[config.mk]
export PLATFORM = sky130hd
export DESIGN_NAME = writeback_regfile_flat
export DESIGN_NICKNAME = d
export VERILOG_FILES = /design/src/rtl/writeback_regfile_if.sv /design/src/rtl/writeback_regfile.sv /design/src/flat_wrapper.sv
export SDC_FILE = /design/constraint.sdc
export NUM_CORES = 1
export LEC_CHECK = 0
export CAP_MARGIN = 20
export CORE_ASPECT_RATIO = 0.5
export CORE_MARGIN = 2
export CORE_UTILIZATION = 55
export DETAILED_ROUTE_END_ITERATION = 8
export PLACE_DENSITY = 0.79
export SLEW_MARGIN = 20
export SYNTH_ARGS = -nofsm -noshare
export SYNTH_HDL_FRONTEND = slang
export SYNTH_SLANG_ARGS = --single-unit
[constraint.sdc]
create_clock -name clk -period 2.4 [get_ports clk]
set_input_delay 0.48 -clock clk [delete_from_list [all_inputs] [get_ports clk]]
set_output_delay 0.48 -clock clk [all_outputs]
set_load 0.05 [all_outputs]
[src/rtl/writeback_regfile_if.sv]
// Writeback-stage bus: result selects, register-file write port, two decode read ports and
// the commit-tracking outputs.
interface writeback_regfile_if;
    logic [15:0] Whi;
    logic [15:0] Wlo;
    logic [15:0] Walu;
    logic [15:0] Wdmout;
    logic [15:0] Wmodout;
    logic        Wmod;
    logic [1:0]  Wregdata;
    logic [3:0]  Wwriteadd;
    logic        Wwe3;
    logic [3:0]  Dra1;
    logic [3:0]  Dra2;
    logic [15:0] Drd1;
    logic [15:0] Drd2;
    logic [15:0] Wresult;
    logic [15:0] wb_count;
    logic [3:0]  last_wadd;

    modport master (
        output Whi, Wlo, Walu, Wdmout, Wmodout, Wmod, Wregdata, Wwriteadd, Wwe3, Dra1, Dra2,
        input  Drd1, Drd2, Wresult, wb_count, last_wadd
    );

    modport slave (
        input  Whi, Wlo, Walu, Wdmout, Wmodout, Wmod, Wregdata, Wwriteadd, Wwe3, Dra1, Dra2,
        output Drd1, Drd2, Wresult, wb_count, last_wadd
    );
endinterface

[src/rtl/writeback_regfile.sv]
// Writeback result select plus a 16x16 register file with R0 hardwired to zero.
// Define WB_BYPASS_EN to forward a same-cycle committed write to the read ports.
module writeback_regfile (
    input  logic                   clk,
    input  logic                   rst_n,
    writeback_regfile_if.slave     wb
);

    logic [15:0] regs_q [16];
    logic [15:0] wb_count_q;
    logic [3:0]  last_wadd_q;
    logic [15:0] wresult;
    logic        commit;

    always_comb begin
        wresult = wb.Walu;
        if (wb.Wmod) begin
            wresult = wb.Wmodout;
        end else begin
            unique case (wb.Wregdata)
                2'b00:   wresult = wb.Walu;
                2'b01:   wresult = wb.Wdmout;
                2'b10:   wresult = wb.Whi;
                default: wresult = wb.Wlo;
            endcase
        end
    end

    // Writes to R0 are dropped entirely, including from the commit counter.
    assign commit = wb.Wwe3 && (wb.Wwriteadd != 4'd0);

    always_ff @(posedge clk or negedge rst_n) begin
        if (!rst_n) begin
            for (int i = 0; i < 16; i++) begin
                regs_q[i] <= 16'h0000;
            end
        end else if (commit) begin
            regs_q[wb.Wwriteadd] <= wresult;
        end
    end

    always_ff @(posedge clk or negedge rst_n) begin
        if (!rst_n) begin
            wb_count_q  <= 16'h0000;
            last_wadd_q <= 4'h0;
        end else if (commit) begin
            wb_count_q  <= wb_count_q + 16'd1;
            last_wadd_q <= wb.Wwriteadd;
        end
    end

    function automatic logic [15:0] read_port(input logic [3:0] addr);
        logic [15:0] data;
        data = 16'h0000;
        if (addr != 4'd0) begin
            data = regs_q[addr];
`ifdef WB_BYPASS_EN
            if (commit && (addr == wb.Wwriteadd)) begin
                data = wresult;
            end
`endif
        end
        return data;
    endfunction

    always_comb begin
        wb.Drd1 = read_port(wb.Dra1);
        wb.Drd2 = read_port(wb.Dra2);
    end

    assign wb.Wresult   = wresult;
    assign wb.wb_count  = wb_count_q;
    assign wb.last_wadd = last_wadd_q;

endmodule
[src/flat_wrapper.sv]
// flat-port wrapper written by rule: the top's interface ports become plain ports
module writeback_regfile_flat 
  (clk, rst_n, wb_Whi, wb_Wlo, wb_Walu, wb_Wdmout, wb_Wmodout, wb_Wmod, wb_Wregdata, wb_Wwriteadd, wb_Wwe3, wb_Dra1, wb_Dra2, wb_Drd1, wb_Drd2, wb_Wresult, wb_wb_count, wb_last_wadd);
  writeback_regfile_if wb_i ();
  input  logic clk;
  input  logic rst_n;
  input wire logic [$bits(wb_i.Whi)-1:0] wb_Whi;
  input wire logic [$bits(wb_i.Wlo)-1:0] wb_Wlo;
  input wire logic [$bits(wb_i.Walu)-1:0] wb_Walu;
  input wire logic [$bits(wb_i.Wdmout)-1:0] wb_Wdmout;
  input wire logic [$bits(wb_i.Wmodout)-1:0] wb_Wmodout;
  input wire logic [$bits(wb_i.Wmod)-1:0] wb_Wmod;
  input wire logic [$bits(wb_i.Wregdata)-1:0] wb_Wregdata;
  input wire logic [$bits(wb_i.Wwriteadd)-1:0] wb_Wwriteadd;
  input wire logic [$bits(wb_i.Wwe3)-1:0] wb_Wwe3;
  input wire logic [$bits(wb_i.Dra1)-1:0] wb_Dra1;
  input wire logic [$bits(wb_i.Dra2)-1:0] wb_Dra2;
  output wire logic [$bits(wb_i.Drd1)-1:0] wb_Drd1;
  output wire logic [$bits(wb_i.Drd2)-1:0] wb_Drd2;
  output wire logic [$bits(wb_i.Wresult)-1:0] wb_Wresult;
  output wire logic [$bits(wb_i.wb_count)-1:0] wb_wb_count;
  output wire logic [$bits(wb_i.last_wadd)-1:0] wb_last_wadd;
  assign wb_i.Whi = wb_Whi;
  assign wb_i.Wlo = wb_Wlo;
  assign wb_i.Walu = wb_Walu;
  assign wb_i.Wdmout = wb_Wdmout;
  assign wb_i.Wmodout = wb_Wmodout;
  assign wb_i.Wmod = wb_Wmod;
  assign wb_i.Wregdata = wb_Wregdata;
  assign wb_i.Wwriteadd = wb_Wwriteadd;
  assign wb_i.Wwe3 = wb_Wwe3;
  assign wb_i.Dra1 = wb_Dra1;
  assign wb_i.Dra2 = wb_Dra2;
  assign wb_Drd1 = wb_i.Drd1;
  assign wb_Drd2 = wb_i.Drd2;
  assign wb_Wresult = wb_i.Wresult;
  assign wb_wb_count = wb_i.wb_count;
  assign wb_last_wadd = wb_i.last_wadd;
  writeback_regfile u_core (.clk(clk), .rst_n(rst_n), .wb(wb_i));
endmodule
# Word level (Yosys, flattened, before mapping)
# Cells that the tools add are included.
# totals
reg_bits	276
inputBits	98
wordCells	47
# classes
order_cmp	4
reduce_logical	6
add_sub_neg	1
eq_ne	2
bitwise	3
muxes	13
# ops
op	n
bitwise mux 256 bit	1
binary-select mux 16 bit (select 4 bit)	2
two-way mux 16 bit	8
demux 16 bit (select 4 bit)	1
case mux 16 bit (3 select lines)	1
adder 16 x 1 -> 16 bit (second input constant)	1
>= comparator 5 bit (second input constant)	3
inverter 4 -> 5 bit	3
nonzero test 4 bit	3
less-than comparator 5 x 1 -> 1 bit (second input constant)	1
equality test 2 x 1 -> 1 bit (second input constant)	1
equality test 2 bit (second input constant)	1
logical AND 1 bit	2
logical NOT 2 bit	1

# Longest topological paths before layout
# Gate-level depths: netlist (run 1).
# logic_depth
ltp_word	6
ltp_mapped	7
ltp_nobuf	4

# Worst setup path after synthesis (run 1)
# No wires, ideal clock.
# synth_path
path_type	in2out
startpoint	input port wb_Dra2[3]
endpoint	output port wb_Drd2[14]
slack_ps	-549
path_buffers	3
t_arrival_ps	2469
path_stages	5
cell_sequence	buf_2 -> buf_2 -> buf_4 -> mux4_2 -> o21ai_0
# synth_via
elab_chain_len	5
elab_cells_between_ends	6
classes_between	mux (4); bitwise (1); reduce/logical (1)
# synth_rtl
element	line	text
start: declaration	flat_wrapper.sv:17	input wire logic [$bits(wb_i.Dra2)-1:0] wb_Dra2;
inverter 4 -> 5 bit (implied by the code)	writeback_regfile.sv:56	data = regs_q[addr];
binary-select mux 16 bit (select 4 bit)	writeback_regfile.sv:56	
two-way mux 16 bit (implied by the code) (2 in a row)	writeback_regfile.sv:56	
two-way mux 16 bit *	writeback_regfile.sv:55	if (addr != 4'd0) begin
end: declaration	flat_wrapper.sv:19	output wire logic [$bits(wb_i.Drd2)-1:0] wb_Drd2;
# Every way passes the cells marked *; elsewhere a longest branch is shown, timed or not. The select of a mux whose other input is x is not followed.

# Final worst setup path (run 1)
# layout_path
startpoint	input port wb_Dra2[3]
endpoint	output port wb_Drd2[4]
# Same word-level chain as after synthesis.

==> results of run 1 <==
[flip-flops by register name, indices dropped and copies added, names as in the netlist]
name                 flops
u_core.wb.last_wadd      4
u_core.wb.wb_count      16
u_core.regs_q          241
[cell type report]
class	count	share of cell area (%)
Multi-Input combinational cell	910	39.58
Sequential cell	261	33.81
Timing Repair Buffer	351	20.01
Clock buffer	36	3.711
Tap cell	344	2.228
Clock inverter	8	0.3562
Inverter	16	0.3109
[metal layers]
| metal | wire [um] | vias to the layer above |
|---|---|---|
| met1 | 18050 | 6372 |
| met5 | 0 | - |
| met4 | 2916 | 0 |
| met2 | 22930 | 1143 |
| li1 | - | 5259 |
| met3 | 6071 | 292 |
[worst paths after layout]
path / startpoint / endpoint / slack (ps) / cells past startpoint
min reg2reg: u_core.regs_q[254]$_DFFE_PN0P_ / u_core.regs_q[254]$_DFFE_PN0P_ / 380 / 0
max reg2reg: u_core.wb.wb_count[3]$_DFFE_PN0P_ / u_core.wb.wb_count[13]$_DFFE_PN0P_ / 950 / 5
min: u_core.regs_q[254]$_DFFE_PN0P_ / u_core.regs_q[254]$_DFFE_PN0P_ / 380 / 0
min in group asynchronous: rst_n / u_core.wb.wb_count[5]$_DFFE_PN0P_ / 490 / 2
max in group asynchronous: rst_n / u_core.regs_q[214]$_DFFE_PN0P_ / 1150 / 3
max: wb_Dra2[3] / wb_Drd2[4] / -250 / 8
[synth_stat cells (14+ instances only)]
library cell,number
inv_1,16
clkbuf_1,56
mux2i_1,107
mux2i_4,16
a21oi_1,219
a221o_1,15
dfrtp_1,261
buf_4,17
o22ai_1,14
o21ai_0,53
mux4_2,77
mux2_2,16
nor2_1,199
buf_2,35
a22oi_1,16
nand2_1,76
a2111oi_0,14
[kinds of logic after synthesis]
logic type	count (synthesis)	synth area share (%)
AO/OA/AOI/OAI	357	14.29
XOR/XNOR	15	0.9218
adder cells (fa/ha/maj)	1	0.08777
buffers and inverters	142	5.302
flip-flops	261	45.83
multiplexers	222	24.58
AND/OR/NAND/NOR	315	8.990
[worst max-delay path, cell delays in order]
cell and delay, ps:
buf_4 200, nor2b_1 400, buf_4 270, a221o_1 200
a21oi_1 90, buf_4 200, a21oi_4 130, buf_6 180
[power by group]
group	switching (mW)	internal, mW	total (mW)
sequential	1.00	5.45	6.46
combinational	3.05	2.78	5.83
clock	1.74	2.18	3.92
total	5.79	10.4	16.2
[repair_timing]
item,in CTS,in global routing
gates resized for setup,132,42
pin swaps,33,15
cloned,7,0
setup buffers,28,21
endpoints found under the hold margin,57,0
endpoints found under the setup margin,48,39
hold buffers,1,0
==> reports/results.ini, run 1 <==
[worst_setup_path]
crit_fanout=7
worstPathArrival_ps=2170
end_kind=output port
cp-start-kind=input pin
worstSetupPathType=in2out
required_ps=1920

[sta]
min_period_over_period_pct=110.5
max_freq_mhz=377.1
whs_ps=382.4
fin_crit_ps=2652
finalSetupTns_ps=-2641
setup_viol=29
hold_viol_final=0
setup_slack_ps=-251.8
slew_violations=0
fin_worst_skew_ps=2.872
tightest_slew_ps=526.9
rsz0062_at_grt=yes
slew_headroom_pct=64.88

[place]
place_area_um2=17340
place_congestion=0.8435
hpwl_mm=29.26
pre_cts_ws_ps=-389.3
dp_cells=1828
port_buffers=165

[finish]
layout_common_cells=261 x dfrtp_1, 190 x nor2_1, 179 x a21oi_1
fin_util_pct=76.24
nets=1663
n_antenna_cell=0
multiInputGateArea_um2=7646
regArea_um2=6531
fillers=1425
syn_to_final_growth_pct=35.55
fin_cells=1926
final_cell_area_um2=19320
layout_commonest_cell=dfrtp_1
drive_gt1_share_pct=32.43

[detailed_routing]
antenna_left=0
drt_iter0_markers=2042
vias_per_cell=6.784
drt-pass1-iter-count=6
drc_errors=0
vias=13070
drt-total-wl_mm=49.97
wl_per_cell_um=25.94

[grt]
use_met3_pct=8.140
grt_most_used_layer=met2
use_met1_pct=46.00
grt.met2_usage_pct=55.86
grt_pass1_vias=13240
grt_pass1_wl_mm=73.59
antenna_found_initial=0
overflow=0
grt_start_max_net_pins=69
grt_usage_pct=35.11

[clock_tree]
clk_latency_ps=520
cts_tree=built
clock_sinks=261
cts.path.max_buffers=3
numCtsBuffers=24
htreeDepth=1
root_buffer=clkbuf_16
clk_pin_slew_ps=70

[synth]
synth-edff-count=0
yosys_most_used_dff=dfrtp_1
synthTopCellsByArea=dfrtp_1 46%, mux4_2 12%, a21oi_1 7.7%
ys_seq_elements=261
syn_area_per_cell_um2=10.85
syn-num-nets=1412
ys_seq_area_share_pct=45.83
async_flop_share_pct=100.0
ys_warn_count=0
syn_area_um2=14250
yosys.area.top_type=dfrtp_1
ys_types=50
synth_top_area_share_pct=45.83
syn_inst=1313

[job]
drv_cap=0

[floorplanning]
die_x_um=231.7
ios=166
rows=41
fp.dieH_um=117.8
coreArea_um2=25340
initial_core_util_pct=56.24
die_area_um2=27300

[outcome]
failed_checks=setup timing
outcome=finished, violations left

[power_and_ir_drop]
power_density_nw_per_um2=838.7
ir_drop_v=0.0007449
p_leak_nw=8.160
power_mw=16.20

[min_path]
min_path_type=reg2reg

Note: power is estimated with default switching activity, not from simulation.
==> run 2, diff against run 1 <==
Settings changed: TNS_END_PERCENT set to 10.
==> run 2 against run 1 <==
The run still ends with setup timing left. Via count decreased by 5.6%. Non-clock buffer count decreased by 49. Clock-buffer cell count decreased by 8. Largest cell class unchanged.
==> reports/results.ini, run 2 (synthesis gave the netlist of run 1 again) <==
[worst_setup_path]
crit_fanout=3
reg2reg_setup_slack_ps=750
path_cells=mux4_2 > mux2_2 > nand2_2 > o21ai_2 > buf_6
critical-path-slowest-cell=mux4_2
end_kind=output port
cp-start-kind=flop
worstSetupPathType=reg2out
crit_family=multiplexers
crit_buf_inv=1
slowest_delay_ps=470
r2r_cells=4
r2r_end=u_core.wb.wb_count[15]$_DFFE_PN0P_
r2r-start=u_core.wb.wb_count[3]$_DFFE_PN0P_
worstPathArrival_ps=1980
required_ps=1920

[detailed_routing]
wl_per_cell_um=24.35
drc_errors=0
drt-pass1-iter-count=7
vias_per_cell=6.587
antenna_left=0
vias=12330
drt_iter0_markers=1496
drt-total-wl_mm=45.59

[min_path]
hold_start=u_core.regs_q[254]$_DFFE_PN0P_
holdPathEnd=u_core.regs_q[254]$_DFFE_PN0P_
whs_path_depth=0
min_path_type=reg2reg

[grt]
grt_usage_pct=33.63
overflow=0
grt_pass1_vias=12540
antenna_found_initial=0
grt_start_max_net_pins=76
grt_pass1_wl_mm=70.49

[floorplanning]
coreArea_um2=25340
fp.dieH_um=117.8
die_area_um2=27300
initial_core_util_pct=56.24
rows=41
die_x_um=231.7
ios=166

[clock_tree]
root_buffer=clkbuf_16
cts_tree=built
htreeDepth=1
numCtsBuffers=23
clock_sinks=261
clk_latency_ps=530
cts.path.max_buffers=3
clk_pin_slew_ps=70

[finish]
layout_commonest_cell=dfrtp_1
nets=1613
largest_register_ffs=241
fin_util_pct=73.48
layout_common_cells=261 x dfrtp_1, 193 x nor2_1, 179 x a21oi_1
fin_cells=1872
drive_gt1_share_pct=29.06
n_antenna_cell=0
top_register=u_core.regs_q
syn_to_final_growth_pct=30.65

[place]
dp_cells=1808
port_buffers=165
hpwl_mm=28.22
place_congestion=0.8659

[power_and_ir_drop]
power_density_nw_per_um2=849.8
ir_drop_v=0.0006853
p_leak_nw=7.784

[outcome]
outcome=finished, violations left
failed_checks=setup timing

[sta]
fin_worst_skew_ps=5.210
max_freq_mhz=405.9
hold_viol_final=0
slew_violations=0
min_period_over_period_pct=102.7
slew_headroom_pct=58.81
rsz0062_at_grt=yes
setup_viol=19
setup_slack_ps=-63.69
tightest_slew_ps=612.2
fin_crit_ps=2464

[job]
drv_cap=0

## run 2: changes by cell type in the layout (fill, tap and decap cells not counted), moves of 4 or more
cell,delta
mux2_2,+5
a21oi_4,-11
buf_8,-8
buf_4,-38
buf_12,-4
a21oi_2,+11
mux2_4,-5
mux2i_1,+4
bufinv_16,+4
clkdlybuf4s50_1,+4
## run 2: worst max path at each step
stage	slack [ps]	startpoint	end	cells past startpoint
2_1_floorplan	-240	wb_Dra1[1]	wb_Drd1[10]	5
6_report	-60	u_core.regs_q[30]$_DFFE_PN0P_	wb_Drd1[14]	5
3_5_place_dp	-730	wb_Dra1[0]	wb_Drd1[11]	8
3_3_place_gp	-650	wb_Dra1[0]	wb_Drd1[5]	8
4_1_cts	-40	u_core.regs_q[26]$_DFFE_PN0P_	wb_Drd1[10]	4
5_1_grt	-120	u_core.regs_q[30]$_DFFE_PN0P_	wb_Drd1[14]	5
## run 2: through the flow
stage	worst slack (ps)	TNS [ps]	area, um2	power (mW)	hold slack (ps)
finish	-63.69	-497.5	18620	15.82	389.0
global route	-118.2	-1595	18620	16.45	398.9
CTS	-41.46	-314.8	18500	15.61	385.9
detailed placement	-728.0	-30740	17030	11.13	371.4
global placement	-648.4	-21620	17030	10.86	361.9
floorplan	-242.6	-4485	14310	9.407	184.4
## run 2: cell type report
class	count	area (um2)
Multi-Input combinational cell	910	7442
Fill cell	1580	6721
Sequential cell	261	6531
Timing Repair Buffer	302	3357
Clock buffer	28	614.3
Tap cell	344	430.4
Clock inverter	11	185.2
Inverter	16	60.06
## run 2: power breakdown
| group | internal [mW] | switching [mW] | leakage, nW | total [mW] |
|---|---|---|---|---|
| registers | 5.45 | 0.971 | 3.09 | 6.42 |
| logic | 2.52 | 2.82 | 4.31 | 5.34 |
| clock network | 2.36 | 1.71 | 0.388 | 4.06 |
## run 2: repair_timing
| action | CTS | global route |
|---|---|---|
| pin swaps | 27 | 11 |
| setup buffers | 15 | 5 |
| endpoints found under the setup margin | 48 | 38 |
| hold endpoints to repair | 42 | 0 |
| gates cloned | 4 | 0 |
| resized for setup | 127 | 24 |
| hold buffers | 1 | 0 |
## run 2: metal layers
layer	global-route usage (%)	vias up	wire, um
li1	-	5157	-
met1	44.68	6150	17470
met2	54.83	857	22110
met3	6.492	167	4150
met4	13.70	0	1858
met5	0	-	0
## run 2: worst reg2reg max path, stage by stage, from the launching register on
cell     delay, ps
dfrtp_1        460
nand4_1        170
nor4_1         590
nand3_1        170
xnor2_1        160
==> run 3, diff against run 2 <==
Settings changed: CTS_BUF_LIST set to sky130_fd_sc_hd__clkbuf_4 sky130_fd_sc_hd__clkbuf_8 sky130_fd_sc_hd__clkbuf_16.
==> run 3 against run 2 <==
The run still ends with setup timing left. Register-to-register slack about the same. Die area unchanged. First-iteration DRC count up 1.3%. Clock-buffer cell count unchanged. Worst setup slack worse by 33 ps. Final cell count down 0.37%. Routed wire length down 0.63%. Sequential power about the same. Core utilization down 0.25 points. Sequential share of layout area up 0.12 points. Critical path type unchanged. Largest power group unchanged.
==> reports/results.ini, run 3 (synthesis gave the netlist of run 1 again) <==
[outcome]
outcome=finished, violations left
failed_checks=setup timing

[floorplanning]
rows=41
fp.dieH_um=117.8
coreArea_um2=25340
ios=166
initial_core_util_pct=56.24
die_area_um2=27300
die_x_um=231.7

[detailed_routing]
vias=12200
vias_per_cell=6.542
antenna_left=0
drt_iter0_markers=1516
drc_errors=0
wl_per_cell_um=24.29
drt-pass1-iter-count=5
drt-total-wl_mm=45.30

[finish]
nets=1606
syn_to_final_growth_pct=30.21
top_register=u_core.regs_q
drive_gt1_share_pct=28.86
layout_common_cells=261 x dfrtp_1, 193 x nor2_1, 179 x a21oi_1
fin_cells=1865
layout_commonest_cell=dfrtp_1
final_cell_area_um2=18560
largest_register_ffs=241
n_antenna_cell=0

[worst_setup_path]
worstPathArrival_ps=2020
worstSetupPathType=reg2out
end_kind=output port
reg2reg_setup_slack_ps=740
required_ps=1920
cp-start-kind=flop
path_cells=mux4_2 > mux2i_1 > a21oi_2 > buf_6
slowest_delay_ps=510
crit_buf_inv=1
critical-path-slowest-cell=mux4_2
crit_fanout=3
crit_family=multiplexers

[power_and_ir_drop]
ir_drop_v=0.0007064
p_leak_nw=7.753
power_density_nw_per_um2=850.4

[clock_tree]
numCtsBuffers=23
clk_pin_slew_ps=70
clock_sinks=261
htreeDepth=1
cts.path.max_buffers=3
cts_tree=built
clk_latency_ps=530
root_buffer=clkbuf_16

[grt]
grt_start_max_net_pins=76
grt_pass1_vias=12500
grt_pass1_wl_mm=70.25
grt_usage_pct=33.54
antenna_found_initial=0
overflow=0

[place]
place_congestion=0.8659
port_buffers=165
place_area_um2=17030
dp_cells=1808
hpwl_mm=28.22

[sta]
tightest_slew_ps=612.2
slew_headroom_pct=58.81
fin_crit_ps=2497
fin_worst_skew_ps=3.638
setup_slack_ps=-96.80
setup_viol=18
rsz0062_at_grt=yes
max_freq_mhz=400.5
min_period_over_period_pct=104.0
slew_violations=0
hold_viol_final=0

[job]
drv_cap=0

[min_path]
min_path_type=reg2reg

run 3: path summary, 6_finish.rpt:
| check | start | endpoint | cells past startpoint |
|---|---|---|---|
| max | u_core.regs_q[26]$_DFFE_PN0P_ | wb_Drd2[10] | 4 |
| min | u_core.regs_q[254]$_DFFE_PN0P_ | u_core.regs_q[254]$_DFFE_PN0P_ | 0 |
| max reg2reg | u_core.wb.wb_count[3]$_DFFE_PN0P_ | u_core.wb.wb_count[13]$_DFFE_PN0P_ | 4 |
| min reg2reg | u_core.regs_q[254]$_DFFE_PN0P_ | u_core.regs_q[254]$_DFFE_PN0P_ | 0 |
| max in group asynchronous | rst_n | u_core.regs_q[172]$_DFFE_PN0P_ | 3 |
| min in group asynchronous | rst_n | u_core.regs_q[33]$_DFFE_PN0P_ | 2 |
run 3: worst register-to-register path: stages, from the launching register on:
cell     delay [ps]
dfrtp_1         460
nand4_1         170
nor4_1          590
nand3_1         180
xnor2_1         150
run 3: repair_timing:
item,4_1_cts,5_1_grt
hold buffers,1,0
pin swaps,23,17
setup buffers,9,3
gates resized for setup,122,24
hold endpoints to repair,42,0
gates cloned,5,0
setup endpoints to repair,48,38
run 3: area by class of cell:
class / count / area (um2)
Sequential cell: 261 / 6531
Multi-Input combinational cell: 910 / 7435
Clock buffer: 28 / 625.6
Timing Repair Buffer: 295 / 3291
Fill cell: 1609 / 6784
Inverter: 16 / 60.06
Clock inverter: 11 / 185.2
Tap cell: 344 / 430.4
run 3: metal layers:
metal | vias up | wire, um | global-route usage (%)
met1 | 6061 | 16930 | 44.22
met5 | - | 0 | 0
li1 | 5151 | - | -
met2 | 827 | 21830 | 53.91
met3 | 161 | 4565 | 7.364
met4 | 0 | 1975 | 14.62
run 3: through the flow:
step | setup WS [ps] | hold WS, ps | setup TNS, ps | total power, mW | util [%]
floorplan | -242.6 | 184.4 | -4485 | 9.407 | -
finish | -96.80 | 387.0 | -538.2 | 15.78 | 73.23
global route | -123.9 | 398.9 | -1569 | 16.43 | 73.23
global placement | -648.4 | 361.9 | -21620 | 10.86 | 67.19
detailed placement | -728.0 | 371.4 | -30740 | 11.13 | 67.19
CTS | -46.62 | 385.9 | -412.7 | 15.60 | 72.86
run 3: power by group:
group	internal [mW]	leakage, nW	switching [mW]
Clock	2.39	0.398	1.70
Sequential	5.45	3.09	0.972
Combinational	2.48	4.26	2.79
